[config.mk]
export PLATFORM = sky130hd
export DESIGN_NAME = seg_scan_driver_flat
export DESIGN_NICKNAME = d
export VERILOG_FILES = /design/src/rtl/seg_scan_driver_if.sv /design/src/rtl/seg_scan_driver.sv /design/src/flat_wrapper.sv
export SDC_FILE = /design/constraint.sdc
export NUM_CORES = 1
export LEC_CHECK = 0
export CAP_MARGIN = 15
export CORE_MARGIN = 10
export CORE_UTILIZATION = 40
export DETAILED_ROUTE_END_ITERATION = 10
export HOLD_SLACK_MARGIN = 0.06
export PLACE_DENSITY_LB_ADDON = 0.25
export SYNTH_ARGS = -nofsm -noshare
export SYNTH_HDL_FRONTEND = slang
export SYNTH_SLANG_ARGS = --single-unit
[constraint.sdc]
create_clock -name clock -period 3.65 [get_ports clock]
set_input_delay 0.73 -clock clock [delete_from_list [all_inputs] [get_ports clock]]
set_output_delay 0.73 -clock clock [all_outputs]
set_load 0.05 [all_outputs]
[src/rtl/seg_scan_driver_if.sv]
// Connection bundle between the GPIO segment latches and the seven-segment scan driver.
// master = segment data source, slave = scan driver.
interface seg_scan_driver_if;
  logic [7:0] seg_0;
  logic [7:0] seg_1;
  logic [7:0] seg_2;
  logic [7:0] seg_3;
  logic [7:0] seg_4;
  logic [7:0] seg_5;
  logic [7:0] seg_6;
  logic [7:0] seg_7;
  logic [7:0] digit_en;
  logic [3:0] brightness;
  logic [7:0] an;
  logic [7:0] seg_out;
  logic [2:0] scan_idx;
  logic       frame_done;

  modport master (
    output seg_0, seg_1, seg_2, seg_3, seg_4, seg_5, seg_6, seg_7,
    output digit_en, brightness,
    input  an, seg_out, scan_idx, frame_done
  );

  modport slave (
    input  seg_0, seg_1, seg_2, seg_3, seg_4, seg_5, seg_6, seg_7,
    input  digit_en, brightness,
    output an, seg_out, scan_idx, frame_done
  );
endinterface

[src/rtl/seg_scan_driver.sv]
// Time-multiplexed driver for an 8-digit common-anode display: one digit per slot,
// a blanking gap at the start of each slot, per-digit enables and 16-level PWM brightness.
module seg_scan_driver #(
  parameter int DIGIT_CYCLES = 2048,
  parameter int BLANK_CYCLES = 64
) (
  input logic            clock,
  input logic            reset,
  seg_scan_driver_if.slave bus
);

  localparam int CW = $clog2(DIGIT_CYCLES);
  localparam logic [CW-1:0] CNT_LAST = CW'(DIGIT_CYCLES - 1);
  localparam logic [CW-1:0] CNT_CAPT = CW'(BLANK_CYCLES - 1);

  typedef enum logic {BLANK, SHOW} state_t;

  state_t        state_reg, state_next;
  logic [CW-1:0] cnt_reg, cnt_next;
  logic [2:0]    idx_reg, idx_next;
  logic [3:0]    pwm_reg, pwm_next;
  logic [7:0]    cap_seg_reg, cap_seg_next;
  logic          cap_en_reg, cap_en_next;
  logic [3:0]    cap_bri_reg, cap_bri_next;
  logic [7:0]    an_reg, an_next;
  logic [7:0]    seg_out_reg, seg_out_next;

  logic          slot_end;
  logic          capture;
  logic [7:0]    seg_sel;
  logic [7:0]    an_lit;
  logic          lit_next;

  assign slot_end = (cnt_reg == CNT_LAST);
  assign capture  = (cnt_reg == CNT_CAPT);

  generate
    for (genvar gi = 0; gi < 8; gi++) begin : g_an_decode
      assign an_lit[gi] = (idx_reg != 3'(gi));
    end
  endgenerate

  always_comb begin
    seg_sel = 8'hFF;
    case (idx_reg)
      3'd0: seg_sel = bus.seg_0;
      3'd1: seg_sel = bus.seg_1;
      3'd2: seg_sel = bus.seg_2;
      3'd3: seg_sel = bus.seg_3;
      3'd4: seg_sel = bus.seg_4;
      3'd5: seg_sel = bus.seg_5;
      3'd6: seg_sel = bus.seg_6;
      default: seg_sel = bus.seg_7;
    endcase
  end

  always_comb begin
    cnt_next = slot_end ? '0 : cnt_reg + CW'(1);
    idx_next = slot_end ? idx_reg + 3'd1 : idx_reg;
  end

  always_ff @(posedge clock or posedge reset) begin
    if (reset) begin
      cnt_reg <= '0;
      idx_reg <= 3'd0;
    end else begin
      cnt_reg <= cnt_next;
      idx_reg <= idx_next;
    end
  end

  // State register
  always_ff @(posedge clock or posedge reset) begin
    if (reset) begin
      state_reg <= BLANK;
    end else begin
      state_reg <= state_next;
    end
  end

  // Next-state logic
  always_comb begin
    state_next = state_reg;
    case (state_reg)
      BLANK:   if (capture)  state_next = SHOW;
      SHOW:    if (slot_end) state_next = BLANK;
      default: state_next = BLANK;
    endcase
  end

  // Output logic: the capture edge also loads the first lit cycle, so it looks at the
  // live inputs being captured rather than the (not yet updated) capture registers.
  always_comb begin
    pwm_next     = (state_reg == SHOW) ? pwm_reg + 4'd1 : 4'd0;
    cap_seg_next = capture ? seg_sel : cap_seg_reg;
    cap_en_next  = capture ? bus.digit_en[idx_reg] : cap_en_reg;
    cap_bri_next = capture ? bus.brightness : cap_bri_reg;
    lit_next     = (state_next == SHOW) && cap_en_next &&
                   ((cap_bri_next == 4'hF) || (pwm_next < cap_bri_next));
    an_next      = lit_next ? an_lit : 8'hFF;
    seg_out_next = lit_next ? cap_seg_next : 8'hFF;
  end

  always_ff @(posedge clock or posedge reset) begin
    if (reset) begin
      pwm_reg     <= 4'd0;
      cap_seg_reg <= 8'hFF;
      cap_en_reg  <= 1'b0;
      cap_bri_reg <= 4'd0;
      an_reg      <= 8'hFF;
      seg_out_reg <= 8'hFF;
    end else begin
      pwm_reg     <= pwm_next;
      cap_seg_reg <= cap_seg_next;
      cap_en_reg  <= cap_en_next;
      cap_bri_reg <= cap_bri_next;
      an_reg      <= an_next;
      seg_out_reg <= seg_out_next;
    end
  end

  assign bus.an         = an_reg;
  assign bus.seg_out    = seg_out_reg;
  assign bus.scan_idx   = idx_reg;
  assign bus.frame_done = (idx_reg == 3'd7) && slot_end;

endmodule

[src/flat_wrapper.sv]
// flat-port wrapper written by rule: the top's interface ports become plain ports
module seg_scan_driver_flat 
#(
  parameter int DIGIT_CYCLES = 2048,
  parameter int BLANK_CYCLES = 64
)
  (clock, reset, bus_seg_0, bus_seg_1, bus_seg_2, bus_seg_3, bus_seg_4, bus_seg_5, bus_seg_6, bus_seg_7, bus_digit_en, bus_brightness, bus_an, bus_seg_out, bus_scan_idx, bus_frame_done);
  seg_scan_driver_if bus_i ();
  input logic clock;
  input logic reset;
  input wire logic [$bits(bus_i.seg_0)-1:0] bus_seg_0;
  input wire logic [$bits(bus_i.seg_1)-1:0] bus_seg_1;
  input wire logic [$bits(bus_i.seg_2)-1:0] bus_seg_2;
  input wire logic [$bits(bus_i.seg_3)-1:0] bus_seg_3;
  input wire logic [$bits(bus_i.seg_4)-1:0] bus_seg_4;
  input wire logic [$bits(bus_i.seg_5)-1:0] bus_seg_5;
  input wire logic [$bits(bus_i.seg_6)-1:0] bus_seg_6;
  input wire logic [$bits(bus_i.seg_7)-1:0] bus_seg_7;
  input wire logic [$bits(bus_i.digit_en)-1:0] bus_digit_en;
  input wire logic [$bits(bus_i.brightness)-1:0] bus_brightness;
  output wire logic [$bits(bus_i.an)-1:0] bus_an;
  output wire logic [$bits(bus_i.seg_out)-1:0] bus_seg_out;
  output wire logic [$bits(bus_i.scan_idx)-1:0] bus_scan_idx;
  output wire logic [$bits(bus_i.frame_done)-1:0] bus_frame_done;
  assign bus_i.seg_0 = bus_seg_0;
  assign bus_i.seg_1 = bus_seg_1;
  assign bus_i.seg_2 = bus_seg_2;
  assign bus_i.seg_3 = bus_seg_3;
  assign bus_i.seg_4 = bus_seg_4;
  assign bus_i.seg_5 = bus_seg_5;
  assign bus_i.seg_6 = bus_seg_6;
  assign bus_i.seg_7 = bus_seg_7;
  assign bus_i.digit_en = bus_digit_en;
  assign bus_i.brightness = bus_brightness;
  assign bus_an = bus_i.an;
  assign bus_seg_out = bus_i.seg_out;
  assign bus_scan_idx = bus_i.scan_idx;
  assign bus_frame_done = bus_i.frame_done;
  seg_scan_driver #(.DIGIT_CYCLES(DIGIT_CYCLES), .BLANK_CYCLES(BLANK_CYCLES)) u_core (.clock(clock), .reset(reset), .bus(bus_i));
endmodule
==> results of run 1 <==
stage by stage:
| stage | util (%) | instances |
|---|---|---|
| 5_1_grt | 59.47 | 417 |
| 6_report | 59.47 | 417 |
| 3_3_place_gp | 57.11 | 409 |
| 3_5_place_dp | 57.11 | 409 |
| 2_1_floorplan | - | 248 |
| 4_1_cts | 59.47 | 417 |
final cells by class:
class / count / area (um2)
Clock inverter: 1 / 30.03
Tap cell: 77 / 96.34
Timing Repair Buffer: 100 / 993.5
Inverter: 10 / 37.54
Clock buffer: 7 / 118.9
Sequential cell: 48 / 1231
Fill cell: 591 / 2559
Multi-Input combinational cell: 174 / 1247
Yosys cell counts (2+ instances only):
cell type,n
sky130_fd_sc_hd__o21ai_0,14
sky130_fd_sc_hd__xor2_1,6
sky130_fd_sc_hd__nand3_1,14
sky130_fd_sc_hd__dfrtp_1,24
sky130_fd_sc_hd__a211oi_1,2
sky130_fd_sc_hd__o22ai_1,5
sky130_fd_sc_hd__or4_4,2
sky130_fd_sc_hd__ha_1,11
sky130_fd_sc_hd__nand4_1,2
sky130_fd_sc_hd__a221o_1,6
sky130_fd_sc_hd__a21oi_1,9
sky130_fd_sc_hd__nand2_1,27
sky130_fd_sc_hd__nor2_1,11
sky130_fd_sc_hd__and3_1,3
sky130_fd_sc_hd__a221oi_1,8
sky130_fd_sc_hd__nor4_1,2
sky130_fd_sc_hd__clkbuf_1,12
sky130_fd_sc_hd__mux2i_1,7
sky130_fd_sc_hd__dfstp_2,24
sky130_fd_sc_hd__nor3_1,2
sky130_fd_sc_hd__and2_1,2
sky130_fd_sc_hd__a22oi_1,7
sky130_fd_sc_hd__inv_1,10
sky130_fd_sc_hd__buf_2,2
sky130_fd_sc_hd__nand2b_1,9
sky130_fd_sc_hd__mux2_2,11
sky130_fd_sc_hd__xnor2_1,6
logic make-up after synthesis:
group,count (synthesis)
AND/OR/NAND/NOR,77
multiplexers,19
AO/OA/AOI/OAI,55
adder cells (fa/ha/maj),11
buffers and inverters,26
flip-flops,48
XOR/XNOR,12
power breakdown:
group	switching [mW]	total (mW)	internal, mW
clock network	0.176	0.463	0.287
registers	0	0.533	0.533
logic	0.0311	0.116	0.0848
layer usage:
| layer | part of all wire, % | vias up | track usage (%) |
|---|---|---|---|
| met5 | 0 | - | 0 |
| met4 | 0.98 | 0 | 3.913 |
| met3 | 6.9 | 7 | 3.709 |
| met2 | 48 | 68 | 23.44 |
| met1 | 44 | 1086 | 18.81 |
| li1 | - | 1073 | - |
path summary, 6_finish.rpt:
check | startpoint | to | depth (start not counted)
worst max-delay path | u_core.cnt_reg[6] | u_core.bus.an[4] | 11
worst min-delay path | u_core.cnt_reg[4] | u_core.cnt_reg[4] | 1
worst max register to register | u_core.cnt_reg[6] | u_core.bus.an[4] | 11
worst min register to register | u_core.cnt_reg[4] | u_core.cnt_reg[4] | 1
max in group asynchronous | reset | u_core.bus.scan_idx[2] | 2
min in group asynchronous | reset | u_core.cap_bri_reg[1] | 2
==> metrics.log, run 1 <==
INFO  metric final_layout_size_suffix_gt1_share = 15.59%
INFO  metric yosys.cell_types.count = 37
INFO  metric drt_pass1_iterations = 4
INFO  metric synth_top_area_share = 24.38%
INFO  metric path_delay_family = simple AND/OR/NAND/NOR gates
INFO  metric critical_path_buf_inv_count = 1
INFO  metric die_height = 100.4 um
INFO  metric synth-compound-area-share = between 10% and 20%
INFO  metric die-area = 10,080 um2
INFO  metric boundaryPins = 98
INFO  metric synthCells = 248
INFO  metric post-route-min-period = around 3200 ps
INFO  metric path_clk_slew = ~90 ps
INFO  metric synth.avg_cell_area = between 10 and 15 um2
INFO  metric finalSetupTns = 0 ps
INFO  metric grt_first_pass_wirelength = 11.83 mm
INFO  metric synth_top_family_by_area = compound AO/OA/AOI/OAI gates
INFO  metric setup.reg_to_reg.worst_slack = roughly 470 ps
INFO  metric hold_viol_final = 0
INFO  metric fmax = 314.6 MHz
INFO  metric remaining_drc_errors = 0
INFO  metric tightestPinTransition = 931.8 ps
INFO  metric maxCapViolCount = 0
INFO  metric post-route-period-util = 87.07%
INFO  metric mostFrequentLayoutCells = sky130_fd_sc_hd__clkdlybuf4s50_1 (97), sky130_fd_sc_hd__nand2_1 (27), sky130_fd_sc_hd__dfstp_2 (24), sky130_fd_sc_hd__dfrtp_1 (24)
INFO  metric placement.cell_area = about 3600 um2
INFO  metric core_region_area = 6314 um2
INFO  metric setup_repair_after_global_routing_missed_its_margin = false
INFO  metric postSynth.asyncResetShare = 100.0%
INFO  metric floorplan.initialDensity = about two fifths
INFO  metric yosysSeqAreaShare = 47.61%
INFO  metric worst_ep_required_time = 3850 ps
INFO  metric cp.arrival = 3380 ps
INFO  metric result_of_the_run = finished, final reports clean
INFO  metric layout.cell_area.non_filler = 3755 um2
INFO  metric grt_pass1_vias = 2,248
INFO  metric synth_nets = 337
INFO  metric ys.warnings.count = 0
INFO  metric worst_clock_skew = 7.406 ps
INFO  metric clock_sink_count = 48
INFO  metric cts_hold_buffers = 0
INFO  metric final_net_count = ~430
INFO  metric buffer_ports.inserted = just under 100
INFO  metric syn2layout_area_growth = 45.19%
INFO  metric fp.dieW = 100.4 um
INFO  metric endpoints_failing_setup = 0
INFO  metric setup.worst_path.class = reg -> reg
INFO  metric post_cts_resize_count = 0
INFO  metric cp_max_fo = 20
INFO  metric placementRows = 29
INFO  metric cpMaxStageDelayCell = sky130_fd_sc_hd__or4_4
INFO  metric netlist_top_cells_area = sky130_fd_sc_hd__dfstp_2 (24%), sky130_fd_sc_hd__dfrtp_1 (23%), sky130_fd_sc_hd__ha_1 (5.3%), sky130_fd_sc_hd__mux2_2 (4.8%), sky130_fd_sc_hd__nand2_1 (3.9%)
INFO  metric post-route-worst-setup-slack = 471.8 ps
INFO  metric largest_reg_flops = 11
INFO  metric grt_overall_usage = 14.54%
INFO  metric power.density = 296.1 nW/um2
INFO  metric final_max_slew_viol_count = 0
INFO  metric wire_per_inst = 17.69 um
INFO  metric crit_path_max_incr_delay = 570 ps
INFO  metric worstSetupStartpointType = flip-flop
INFO  metric synth_xor_xnor_area_share = under 10%
INFO  metric vias_per_cell = 5.357
INFO  metric ys_ff_latch = 48
INFO  metric synthAdderAreaFrac = 5.322%
INFO  metric gp_routability_congestion = slightly below 0.8
INFO  metric kind_of_capture_point_of_the_worst_setup_path = flip-flop
INFO  metric insertion_delay = 300 ps
INFO  metric totalWireLength = 7.377 mm
INFO  metric grt_start_max_net_pins = a little under 50
INFO  metric mostFrequentLayoutCell = sky130_fd_sc_hd__clkdlybuf4s50_1
INFO  metric vias = approximately 2,200
INFO  metric total_power = 1.112 mW
INFO  metric post_synthesis_instance_area = 2586 um2
INFO  metric synth_edf_count = 0
INFO  metric grt.overflow.total = 0
INFO  metric htree_num_levels = 2
INFO  metric synth_flop_cell = sky130_fd_sc_hd__dfstp_2
INFO  metric num_antenna_cells = 0
INFO  metric synthSimpleGateAreaFrac = around 15%
INFO  metric timing.max_slew.rel_slack = around 38%
INFO  metric dpl.hpwl = 5.795 mm
INFO  metric vdd_ir_drop_max = 231.1 uV
INFO  metric antenna_violating_nets_post_route = 0
INFO  metric synthMuxAreaShare = under 10%
INFO  metric tritoncts_clock_tree = done
INFO  metric cells_traversed_along_the_worst_timing_path = or4_4 > or4_4 > nand2_1 > nand2_1 > inv_1 > ha_1 > a211oi_1 > nand3_1 > mux2i_1 > o311a_4 > nand3_1
INFO  metric timing.hold.worst.class = reg -> reg
INFO  metric synth_largest_area_cell = sky130_fd_sc_hd__dfstp_2
INFO  metric place_worst_setup_slack = 486.6 ps
INFO  metric setup_fix_bufs_post_cts = 0
INFO  metric hold_slack = 485.9 ps
INFO  metric power.leakage = 1.567 nW
INFO  metric clock_tree.buffer_depth = 2
INFO  metric drtIter0Drc = 113
INFO  metric clock_root_buffer = sky130_fd_sc_hd__clkbuf_8
INFO  metric cts-buffers-inserted = 5
INFO  metric grt_antenna_before_repair = 0
Power figures use the tool's default switching activity.
==> run 2: changes to the inputs <==
==> constraint.sdc (replaced) <==
create_clock -name clock -period 2.6 [get_ports clock]
set_input_delay 0.52 -clock clock [delete_from_list [all_inputs] [get_ports clock]]
set_output_delay 0.52 -clock clock [all_outputs]
set_load 0.05 [all_outputs]
==> run 2 against run 1 <==
- the flow now finishes with violations (negative setup slack)
- maximum frequency increased by 9.3%
- clock skew is 1.5 ps higher
- power up 23%
- critical endpoint is now u_core.bus.an[6]
- clock power decreased by 3%
- largest cell class unchanged
- first-iteration DRC count decreased by 48%
- final area rose by 5.6%
- sequential power rose by 40%
- largest power group unchanged
- critical path type unchanged
- count of clock-buffer cells in the layout is 2 lower
- highest routed layer unchanged
- critical path depth unchanged
==> metrics.log, run 2 (synthesis gave the netlist of run 1 again) <==
INFO  metric power.leakage = about 1.7 nW
INFO  metric clock_root_buffer = sky130_fd_sc_hd__clkbuf_8
INFO  metric timing.max_slew.rel_slack = 63.41%
INFO  metric placementRows = 29
INFO  metric final_layout_size_suffix_gt1_share = 25.07%
INFO  metric cpMaxStageDelayCell = sky130_fd_sc_hd__or4_4
INFO  metric path_clk_slew = 90 ps
INFO  metric remaining_drc_errors = 0
INFO  metric post-route-worst-setup-slack = -307.1 ps
INFO  metric die_height = 100.4 um
INFO  metric die-area = 10,080 um2
INFO  metric fmax = between 300 and 400 MHz
INFO  metric wire_per_inst = 17.71 um
INFO  metric post-route-min-period = 2907 ps
INFO  metric cts-buffers-inserted = 5
INFO  metric power.density = 344.1 nW/um2
INFO  metric final_max_slew_viol_count = 0
INFO  metric gp_routability_congestion = 0.8364
INFO  metric final-instance-count-excl-fill = 444
INFO  metric final_net_count = 455
INFO  metric grt_overall_usage = 15.34%
INFO  metric failed_checks = negative setup slack
INFO  metric grt.overflow.total = 0
INFO  metric finalSetupTns = -4606 ps
INFO  metric htree_num_levels = 2
INFO  metric cells_traversed_along_the_worst_timing_path = or4_4 > or4_4 > nand2_2 > nand2_2 > inv_2 > ha_4 > a211oi_4 > nand3_1 > mux2i_2 > o311a_4 > nand3_1
INFO  metric filler_cell_count = 529
INFO  metric grt_pass1_vias = between 2,000 and 2,500
INFO  metric met1_wire_length = 3.315 mm
INFO  metric worst_ep_required_time = 2820 ps
INFO  metric tightestPinTransition = between 500 and 600 ps
INFO  metric setup.worst_path.class = reg -> reg
INFO  metric vdd_ir_drop_max = 367.6 uV
INFO  metric fp.dieW = 100.4 um
INFO  metric multi_input_area = 1313 um2
INFO  metric syn2layout_area_growth = 53.31%
INFO  metric grt_start_max_net_pins = 24
INFO  metric vias_per_cell = 5.203
INFO  metric mostFrequentLayoutCell = sky130_fd_sc_hd__clkdlybuf4s50_1
INFO  metric vias = 2,310
INFO  metric floorplan.initialDensity = 40.96%
INFO  metric core_region_area = 6314 um2
INFO  metric largest_reg_flops = 11
INFO  metric mostFrequentLayoutCells = sky130_fd_sc_hd__clkdlybuf4s50_1 (95), sky130_fd_sc_hd__buf_4 (30), sky130_fd_sc_hd__nand2_1 (25)
INFO  metric timing.hold.worst.class = reg -> reg
INFO  metric path_delay_family = simple AND/OR/NAND/NOR gates
INFO  metric cp_max_fo = 8
INFO  metric cts_hold_buffers = 0
INFO  metric wl_met3 = 353 um
INFO  metric worst_clock_skew = ~8.9 ps
INFO  metric drt_pass1_iterations = 4
INFO  metric clock_tree.buffer_depth = 2
INFO  metric num_antenna_cells = 0
INFO  metric boundaryPins = 98
INFO  metric kind_of_capture_point_of_the_worst_setup_path = flip-flop
INFO  metric placedCellCount = 431
INFO  metric total_power = about 1.4 mW
INFO  metric tritoncts_clock_tree = done
INFO  metric drtIter0Drc = 59
INFO  metric grt_antenna_before_repair = 0
INFO  metric antenna_violating_nets_post_route = 0
INFO  metric insertion_delay = around 300 ps
INFO  metric dr_wl_met2 = 4.127 mm
INFO  metric crit_path_max_incr_delay = 550 ps
INFO  metric worstSetupStartpointType = flip-flop
INFO  metric post-route-period-util = 111.8%
INFO  metric ff_latch_area = 1231 um2
INFO  metric critical_path_buf_inv_count = 1
INFO  metric maxCapViolCount = 0
INFO  metric endpoints_failing_setup = 16
INFO  metric highest-signal-layer = met4
INFO  metric grt_first_pass_wirelength = 12.43 mm
INFO  metric dpl.hpwl = between 6 and 7 mm
INFO  metric totalWireLength = 7.863 mm
INFO  metric buffer_ports.inserted = 97
INFO  metric setup_repair_after_global_routing_missed_its_margin = true
INFO  metric cp.arrival = 3130 ps
INFO  metric clock_sink_count = 48
INFO  metric place_worst_setup_slack = -273.5 ps
INFO  metric hold_viol_final = 0
INFO  metric result_of_the_run = finished, violations left
[run 2: final timing paths]
check | startpoint | to | slack, ps | cells past startpoint
setup / recovery | u_core.cnt_reg[9] | u_core.bus.an[6] | -310 | 11
hold / removal | u_core.cnt_reg[4] | u_core.cnt_reg[4] | 490 | 1
setup reg to reg | u_core.cnt_reg[9] | u_core.bus.an[6] | -310 | 11
hold reg to reg | u_core.cnt_reg[4] | u_core.cnt_reg[4] | 490 | 1
max in group asynchronous | reset | u_core.bus.seg_out[5] | 1420 | 3
min in group asynchronous | reset | u_core.cnt_reg[4] | 550 | 2
[run 2: power by group]
group / total [mW] / internal, mW / switching, mW
Clock: 0.449 / 0.191 / 0.258
Combinational: 0.167 / 0.122 / 0.0453
Sequential: 0.748 / 0.748 / 0
[run 2: stage by stage]
stage	hold slack, ps	util, %	area (um2)
detailed placement	466.0	60.23	3802
global route	530.4	62.80	3965
CTS	484.3	62.35	3936
finish	487.2	62.80	3965
floorplan	446.1	-	2623
global placement	461.7	60.23	3802
[run 2: worst register-to-register path, cell delays in order, from the launching register on]
cell and delay (ps):
sky130_fd_sc_hd__dfrtp_1 390, sky130_fd_sc_hd__or4_4 550, sky130_fd_sc_hd__or4_4 520, sky130_fd_sc_hd__nand2_2 90, sky130_fd_sc_hd__nand2_2 60, sky130_fd_sc_hd__inv_2 70
sky130_fd_sc_hd__ha_4 200, sky130_fd_sc_hd__a211oi_4 230, sky130_fd_sc_hd__nand3_1 120, sky130_fd_sc_hd__mux2i_2 220, sky130_fd_sc_hd__o311a_4 270, sky130_fd_sc_hd__nand3_1 100
[run 2: what timing repair did]
item | 4_1_cts | 5_1_grt
pin swaps | 1 | 0
resized for setup | 4 | 3
endpoints found under the setup margin | 16 | 16
setup buffers | 2 | 2
cloned | 1 | 0
hold endpoints to repair | 0 | 0
[run 2: routing by layer]
metal	GRT usage, %	vias to the layer above
met2	27.00	53
met4	4.239	0
li1	-	1136
met3	3.846	7
met1	17.96	1114
met5	0	-
[run 2: layout make-up]
cell class	instances	share of cell area, %
Sequential cell	48	31.05
Clock inverter	3	0.5680
Timing Repair Buffer	126	30.17
Tap cell	77	2.430
Clock buffer	5	1.736
Inverter	10	0.9467
Multi-Input combinational cell	175	33.10
